==> config.mk <==
export PLATFORM = sky130hd
export DESIGN_NAME = seq_parser_ms
export DESIGN_NICKNAME = d
export VERILOG_FILES = /design/src/rtl/seq_parser_ms.sv
export SDC_FILE = /design/constraint.sdc
export NUM_CORES = 2
export LEC_CHECK = 0
export ABC_AREA = 1
export CAP_MARGIN = 10
export CORE_MARGIN = 5
export CORE_UTILIZATION = 31
export DETAILED_ROUTE_END_ITERATION = 7
export DONT_BUFFER_PORTS = 1
export GPL_ROUTABILITY_DRIVEN = 1
export SKIP_CTS_REPAIR_TIMING = 1
export SLEW_MARGIN = 20
export SYNTH_ARGS = -nofsm -noshare
export SYNTH_HDL_FRONTEND = slang
export SYNTH_SLANG_ARGS = --single-unit
==> constraint.sdc <==
create_clock -name clk -period 6.4 [get_ports clk]
set_input_delay 1.28 -clock clk [delete_from_list [all_inputs] [get_ports clk]]
set_output_delay 1.28 -clock clk [all_outputs]
set_load 0.02 [all_outputs]
==> src/rtl/seq_parser_ms.sv <==
// seq_parser_ms
//   Parses packets made of 32-bit words: a length/stream header word, a
//   sequence-number word, then payload words. Each stream keeps the next
//   expected sequence number; packets that are in order or that follow a gap
//   are pushed into a small output queue, and stale packets are dropped.
//
// Parameters
//   NUM_STREAMS        number of tracked streams (power of 2, 2..256)
//   MAX_PAYLOAD_BYTES  largest accepted payload (1..256)
//   OUT_DEPTH          output queue entries (1..4)
//
// Ports
//   clk, reset_b                   clock, asynchronous active-low reset
//   dataIn/_val/_ready/_last       input word stream and handshake
//   dataOut/_len/_val/_ready       head-of-queue payload, byte count, handshake
//   dataOut_stream                 stream id of the head entry
//   packetLost, lostCount          head packet followed a gap / size of the gap
//   dropPulse, hdrError            one-cycle pulses: stale drop, malformed packet
//
// Build option
//   SEQ_GAP_COUNT_EN  when defined, lostCount reports the gap size; otherwise
//                     lostCount is tied to zero and its storage is removed.

module seq_parser_ms #(
  parameter int unsigned NUM_STREAMS       = 32,
  parameter int unsigned MAX_PAYLOAD_BYTES = 37,
  parameter int unsigned OUT_DEPTH         = 2
) (
  input  logic                           clk,
  input  logic                           reset_b,
  input  logic [31:0]                    dataIn,
  input  logic                           dataIn_val,
  output logic                           dataIn_ready,
  input  logic                           dataIn_last,
  output logic [8*MAX_PAYLOAD_BYTES-1:0] dataOut,
  output logic [8:0]                     dataOut_len,
  output logic                           dataOut_val,
  input  logic                           dataOut_ready,
  output logic [7:0]                     dataOut_stream,
  output logic                           packetLost,
  output logic [31:0]                    lostCount,
  output logic                           dropPulse,
  output logic                           hdrError
);

  localparam int unsigned SW = (NUM_STREAMS > 1) ? $clog2(NUM_STREAMS) : 1;
  localparam int unsigned PW = (OUT_DEPTH > 1) ? $clog2(OUT_DEPTH) : 1;
  localparam int unsigned DB = 8 * MAX_PAYLOAD_BYTES;

  typedef enum logic [1:0] {IDLE, HDR2, DATA, DISCARD} state_t;

  state_t state_q, state_d;

  logic [SW-1:0] stream_q;
  logic [31:0]   seq_q;
  logic [8:0]    rem_q;
  logic [8:0]    idx_q;
  logic [31:0]   exp_q [NUM_STREAMS];
  logic [PW-1:0] head_q, tail_q;
  logic [2:0]    cnt_q;
  logic          hdr_err_q, drop_q;

  logic [DB-1:0] q_data [OUT_DEPTH];
  logic [8:0]    q_len  [OUT_DEPTH];
  logic [SW-1:0] q_strm [OUT_DEPTH];
  logic          q_lost [OUT_DEPTH];
`ifdef SEQ_GAP_COUNT_EN
  logic [31:0]   q_cnt  [OUT_DEPTH];
`endif

  logic        xfer, start, cap_seq, wr_data, finish, err;
  logic        commit, drop_now, pop, hdr_bad, stale;
  logic [15:0] len_w;
  logic [31:0] diff;

  function automatic logic [PW-1:0] ptr_inc(input logic [PW-1:0] p);
    return (p == PW'(OUT_DEPTH - 1)) ? '0 : p + PW'(1);
  endfunction

  assign dataIn_ready = (cnt_q < 3'(OUT_DEPTH));
  assign dataOut_val  = (cnt_q != 3'd0);
  assign xfer         = dataIn_val & dataIn_ready;
  assign pop          = dataOut_val & dataOut_ready;
  assign len_w        = {dataIn[23:16], dataIn[31:24]};
  assign hdr_bad      = (len_w < 16'd9) || (len_w > 16'(MAX_PAYLOAD_BYTES + 8));
  // Modulo-2^32 distance; the top bit set means the packet is behind E.
  assign diff         = seq_q - exp_q[stream_q];
  assign stale        = diff[31];
  assign commit       = finish & ~stale;
  assign drop_now     = finish & stale;
  assign hdrError     = hdr_err_q;
  assign dropPulse    = drop_q;

  always_ff @(posedge clk or negedge reset_b) begin
    if (!reset_b) state_q <= IDLE;
    else          state_q <= state_d;
  end

  always_comb begin
    state_d = state_q;
    start   = 1'b0;
    cap_seq = 1'b0;
    wr_data = 1'b0;
    finish  = 1'b0;
    err     = 1'b0;
    case (state_q)
      IDLE: if (xfer) begin
        // A header that is itself marked last cannot carry a payload.
        if (hdr_bad || dataIn_last) begin
          err     = 1'b1;
          state_d = dataIn_last ? IDLE : DISCARD;
        end else begin
          start   = 1'b1;
          state_d = HDR2;
        end
      end
      HDR2: if (xfer) begin
        if (dataIn_last) begin
          err     = 1'b1;
          state_d = IDLE;
        end else begin
          cap_seq = 1'b1;
          state_d = DATA;
        end
      end
      DATA: if (xfer) begin
        wr_data = 1'b1;
        if (rem_q <= 9'd4) begin
          if (dataIn_last) begin
            finish  = 1'b1;
            state_d = IDLE;
          end else begin
            err     = 1'b1;
            state_d = DISCARD;
          end
        end else if (dataIn_last) begin
          err     = 1'b1;
          state_d = IDLE;
        end
      end
      DISCARD: if (xfer && dataIn_last) state_d = IDLE;
      default: state_d = IDLE;
    endcase
  end

  always_ff @(posedge clk or negedge reset_b) begin
    if (!reset_b) begin
      stream_q  <= '0;
      seq_q     <= '0;
      rem_q     <= '0;
      idx_q     <= '0;
      head_q    <= '0;
      tail_q    <= '0;
      cnt_q     <= '0;
      hdr_err_q <= 1'b0;
      drop_q    <= 1'b0;
      for (int unsigned i = 0; i < NUM_STREAMS; i++) exp_q[i] <= '0;
    end else begin
      hdr_err_q <= err;
      drop_q    <= drop_now;
      if (start) begin
        stream_q <= SW'({dataIn[7:0], dataIn[15:8]});
        rem_q    <= 9'(len_w - 16'd8);
        idx_q    <= '0;
      end
      if (cap_seq) seq_q <= {dataIn[7:0], dataIn[15:8], dataIn[23:16], dataIn[31:24]};
      if (wr_data) begin
        rem_q <= rem_q - 9'd4;
        idx_q <= idx_q + 9'd4;
      end
      if (commit) begin
        exp_q[stream_q] <= seq_q + 32'd1;
        tail_q          <= ptr_inc(tail_q);
      end
      if (pop) head_q <= ptr_inc(head_q);
      case ({commit, pop})
        2'b10:   cnt_q <= cnt_q + 3'd1;
        2'b01:   cnt_q <= cnt_q - 3'd1;
        default: cnt_q <= cnt_q;
      endcase
    end
  end

  // Queue payload storage needs no reset: entries are only visible once
  // committed, and the tail entry is cleared when a new header arrives.
  always_ff @(posedge clk) begin
    if (start) begin
      q_data[tail_q] <= '0;
      q_len[tail_q]  <= 9'(len_w - 16'd8);
    end
    if (wr_data) begin
      for (int unsigned b = 0; b < 4; b++) begin
        if ((b < 32'(rem_q)) && ((32'(idx_q) + b) < MAX_PAYLOAD_BYTES))
          q_data[tail_q][DB-8-8*(32'(idx_q)+b) +: 8] <= dataIn[31-8*b -: 8];
      end
    end
    if (commit) begin
      q_strm[tail_q] <= stream_q;
      q_lost[tail_q] <= (diff != 32'd0);
`ifdef SEQ_GAP_COUNT_EN
      q_cnt[tail_q]  <= diff;
`endif
    end
  end

  always_comb begin
    dataOut        = '0;
    dataOut_len    = '0;
    dataOut_stream = '0;
    packetLost     = 1'b0;
    lostCount      = '0;
    if (dataOut_val) begin
      dataOut        = q_data[head_q];
      dataOut_len    = q_len[head_q];
      dataOut_stream = 8'(q_strm[head_q]);
      packetLost     = q_lost[head_q];
`ifdef SEQ_GAP_COUNT_EN
      lostCount      = q_cnt[head_q];
`endif
    end
  end

endmodule

==> run summary <==
Reg power frac = 34.0%
VDD IR max = 0.538 mV
Final Instance Count excl. Fillers = 13052
Worst Hold Depth = 2
CP most frequent cell = nand2_1
Vias in the first global route = 68519
Hold EP = exp_q[877]
Number of distinct library cells after synthesis = 50
CTS buffer count = 185
First-pass detailed-route iteration total = 7
Share of cells above drive strength 1 = 7.99%
Tmin final = 6.01 ns
Final setup fails = 0
Vias = 72469
Final Hold Fails = 0
Final ANT Viol Nets = 0
Max cap viols = 0
Initial DRC Count = 9062
DP HPWL = 197000 um
Syn avg cell area = 8.70 um^2
Placed inst area = 88100 um^2
Root Driver = clkbuf_16
Final Cell Area = 94400 um^2
Data required time at the worst endpoint = 7.11 ns
DIE AREA = 281000 um^2
Die Ht = 530 um
Slew Limit Fails = 0
Pwr dens = 372 nW/um^2
CTS tree = done
Area share of the largest cell type after synthesis = 32.4%
Synth cell count leaders = nand2_1 (3572), dfrtp_1 (1086), nand4_1 (1051)
CTS H-tree lvls = 4
FFs w/ async S/R, synth = 63.6%
Crit path max fanout = 66
Main flop type after synthesis = dfrtp_1
Hold/Removal Path Class = register to register
Post-synth EDFFs = 622
Count leader, synth = nand2_1
Drt drc = 0
DR vias/cell = 5.55
RSZ-0062 raised after global routing = false
Leakage = 45.6 nW
Post-synthesis register bit count = 1708
Port Buffers = 0
Internal power = 20.4 mW
NetSw = 14.8 mW
Status = finished, final reports clean
Critical Path Start Type = register
Core box area = 269000 um^2
Cells after synthesis = 9635
I/O pin count = 387
Placed Cells incl. Taps = 12708
Slew HR = 15.6%
Worst-path clk slew = 0.06 ns
CP endpoint kind = register
Yosys warnings = 0
Gate power share = 35.1%
Largest net degree at the start of global routing = 235
Gr usage total = 21.0%
Initial Utilization = 31.2%
Setup TNS = 0 ns
R2R setup slack = 0.39 ns
Initial antenna violation count = 16
Synth top area cells = dfrtp_1 (32%), edfxtp_1 (22%), nand2_1 (16%)
Clock Tree Buf Depth = 3
CP max stage delay = 0.84 ns
Mapped Area = 83800 um^2
WS Path Type = register to register
CP max stage cell = nor4b_1
First-pass GRT wire length = 454000 um
Worst flop-to-flop path startpoint = stream_q[0]
Reg2Reg Depth = 24
Worst Clk Skew = 0.111 ns
Worst reg2reg path endpoint = exp_q[120]
Crit path arrival time = 6.71 ns
Avg WL per Cell = 23.6 um
Routed wire length = 308000 um
Cell breakdown of the critical path = nand2_2 > inv_8 > buf_4 > a22oi_1 > a21oi_1 > nor4_1 > nor4b_1 > ha_1 > nand3_1 > nand3_1 > a21oi_1 > inv_1 > nand2_1 > nand2_1 > a21oi_1 > inv_1 > nand2_1 > and2_4 > buf_4 > buf_12 > nand3_2 > buf_12 > nand2_1 > nand2_1
Final-stage net count = 9453
Slew at the pin closest to its max-slew limit = 1.27 ns
Worst skew pair latency = 0.89 ns
HP Start = exp_q[877]
Core Rows = 190
Largest area contributor in the netlist = dfrtp_1
Gr ovfl total = 0
Fmax achieved = 0.166 GHz
Placer Congestion = 0.894
Final period utilization = 93.9%
Area delta synth->final = 12.6%
Sw Ratio = 42.0%
Sink Count = 1708
Sequential area share after synthesis = 54.7%
Chip Width = 530 um
Clock network power share = 31.0%
## registers in the layout, indices dropped and copies added (netlist names), 2 cells and up
name / flops
q_len: 18
rem_q: 9
stream_q: 5
q_strm: 10
q_lost: 2
exp_q: 1024
q_data: 592
state_q: 2
idx_q: 7
cnt_q: 3
seq_q: 32
## kinds of logic after synthesis
family	count (synthesis)	share of synthesized area (%)
compound gates	977	7.48
xor+xnor	69	0.721
fa+ha+maj	71	1.08
buf+inv	1347	7.33
flops	1708	54.7
mux	4	0.0537
other cells	2	0.00896
simple gates	5457	28.6
## metrics by stage
step	worst slack [ns]	total power, mW	hold slack, ns	utilization, %
detailed placement	0.526	24.1	0.459	32.8
global placement	0.482	24.1	0.453	32.8
CTS	0.502	35.0	0.470	35.1
floorplan	1.58	21.4	0.443	-
global route	0.0633	36.5	0.484	35.1
finish	0.393	35.1	0.469	35.1
## per-layer routing
metal	GRT usage, %	vias up	routed length [um]	part of all wire [%]
met2	32.7	4099	139000	45
li1	-	32048	-	-
met4	7.80	2	11900	3.9
met3	5.05	653	31800	10
met5	0	-	13	0.0042
met1	28.6	35667	126000	41
## power by group through the flow
stage | logic [mW] | registers [mW] | clock network, mW
floorplan | 9.54 | 11.9 | 0
global placement | 11.9 | 12.1 | 0
detailed placement | 12.0 | 12.1 | 0
CTS | 12.1 | 11.9 | 11.0
global route | 13.1 | 12.0 | 11.5
finish | 12.3 | 11.9 | 10.9
## critical path, delay by kind of cell (launching register included)
kind / cells / cell delay, ns
compound gates: 4 / 0.93
simple gates: 12 / 2.41
buf+inv: 7 / 1.42
fa+ha+maj: 1 / 0.43
flops: 1 / 0.53
## how the worst max path moves through the flow
stage / slack (ns) / to / start
2_1_floorplan: 1.58 / cnt_q[2] / stream_q[0]
3_3_place_gp: 0.48 / exp_q[97] / stream_q[0]
3_5_place_dp: 0.53 / exp_q[97] / stream_q[0]
4_1_cts: 0.50 / exp_q[120] / stream_q[0]
5_1_grt: 0.06 / exp_q[116] / stream_q[0]
6_report: 0.39 / exp_q[120] / stream_q[0]
## cells in the final DEF, fill, tap and decap left out, types with 6 or more instances in the layout
cell type	n
clkbuf_8	29
o21bai_1	7
clkinv_2	29
buf_4	247
a22oi_1	514
xor2_2	17
nand2_1	3571
buf_12	75
dfrtp_1	1083
clkbuf_16	185
bufinv_16	9
clkinv_1	28
clkbuf_1	36
nor2_1	415
xnor2_2	13
nor4b_1	6
ha_1	69
o21ai_0	68
nor2_2	6
clkinvlp_4	7
xor2_1	26
nor3_1	83
a31oi_1	6
nor2_4	33
nand3_1	142
xnor2_1	12
or2_2	10
conb_1	42
nand3_2	42
nor4_1	58
clkinv_16	15
and2_1	22
nand4_1	1051
diode_2	11
edfxtp_1	622
inv_1	486
a21oi_1	357
## final cells by class
cell class | instances | area [um^2]
fillers | 27098 | 174000
flip-flops and latches | 1708 | 45900
multi-input cells | 6620 | 32500
clock buffers | 250 | 5160
well taps | 3552 | 4440
repair buffers | 325 | 3440
inverters | 505 | 1910
clock inverters | 81 | 1030
diodes | 11 | 27.5
Power figures use the tool's default switching activity.
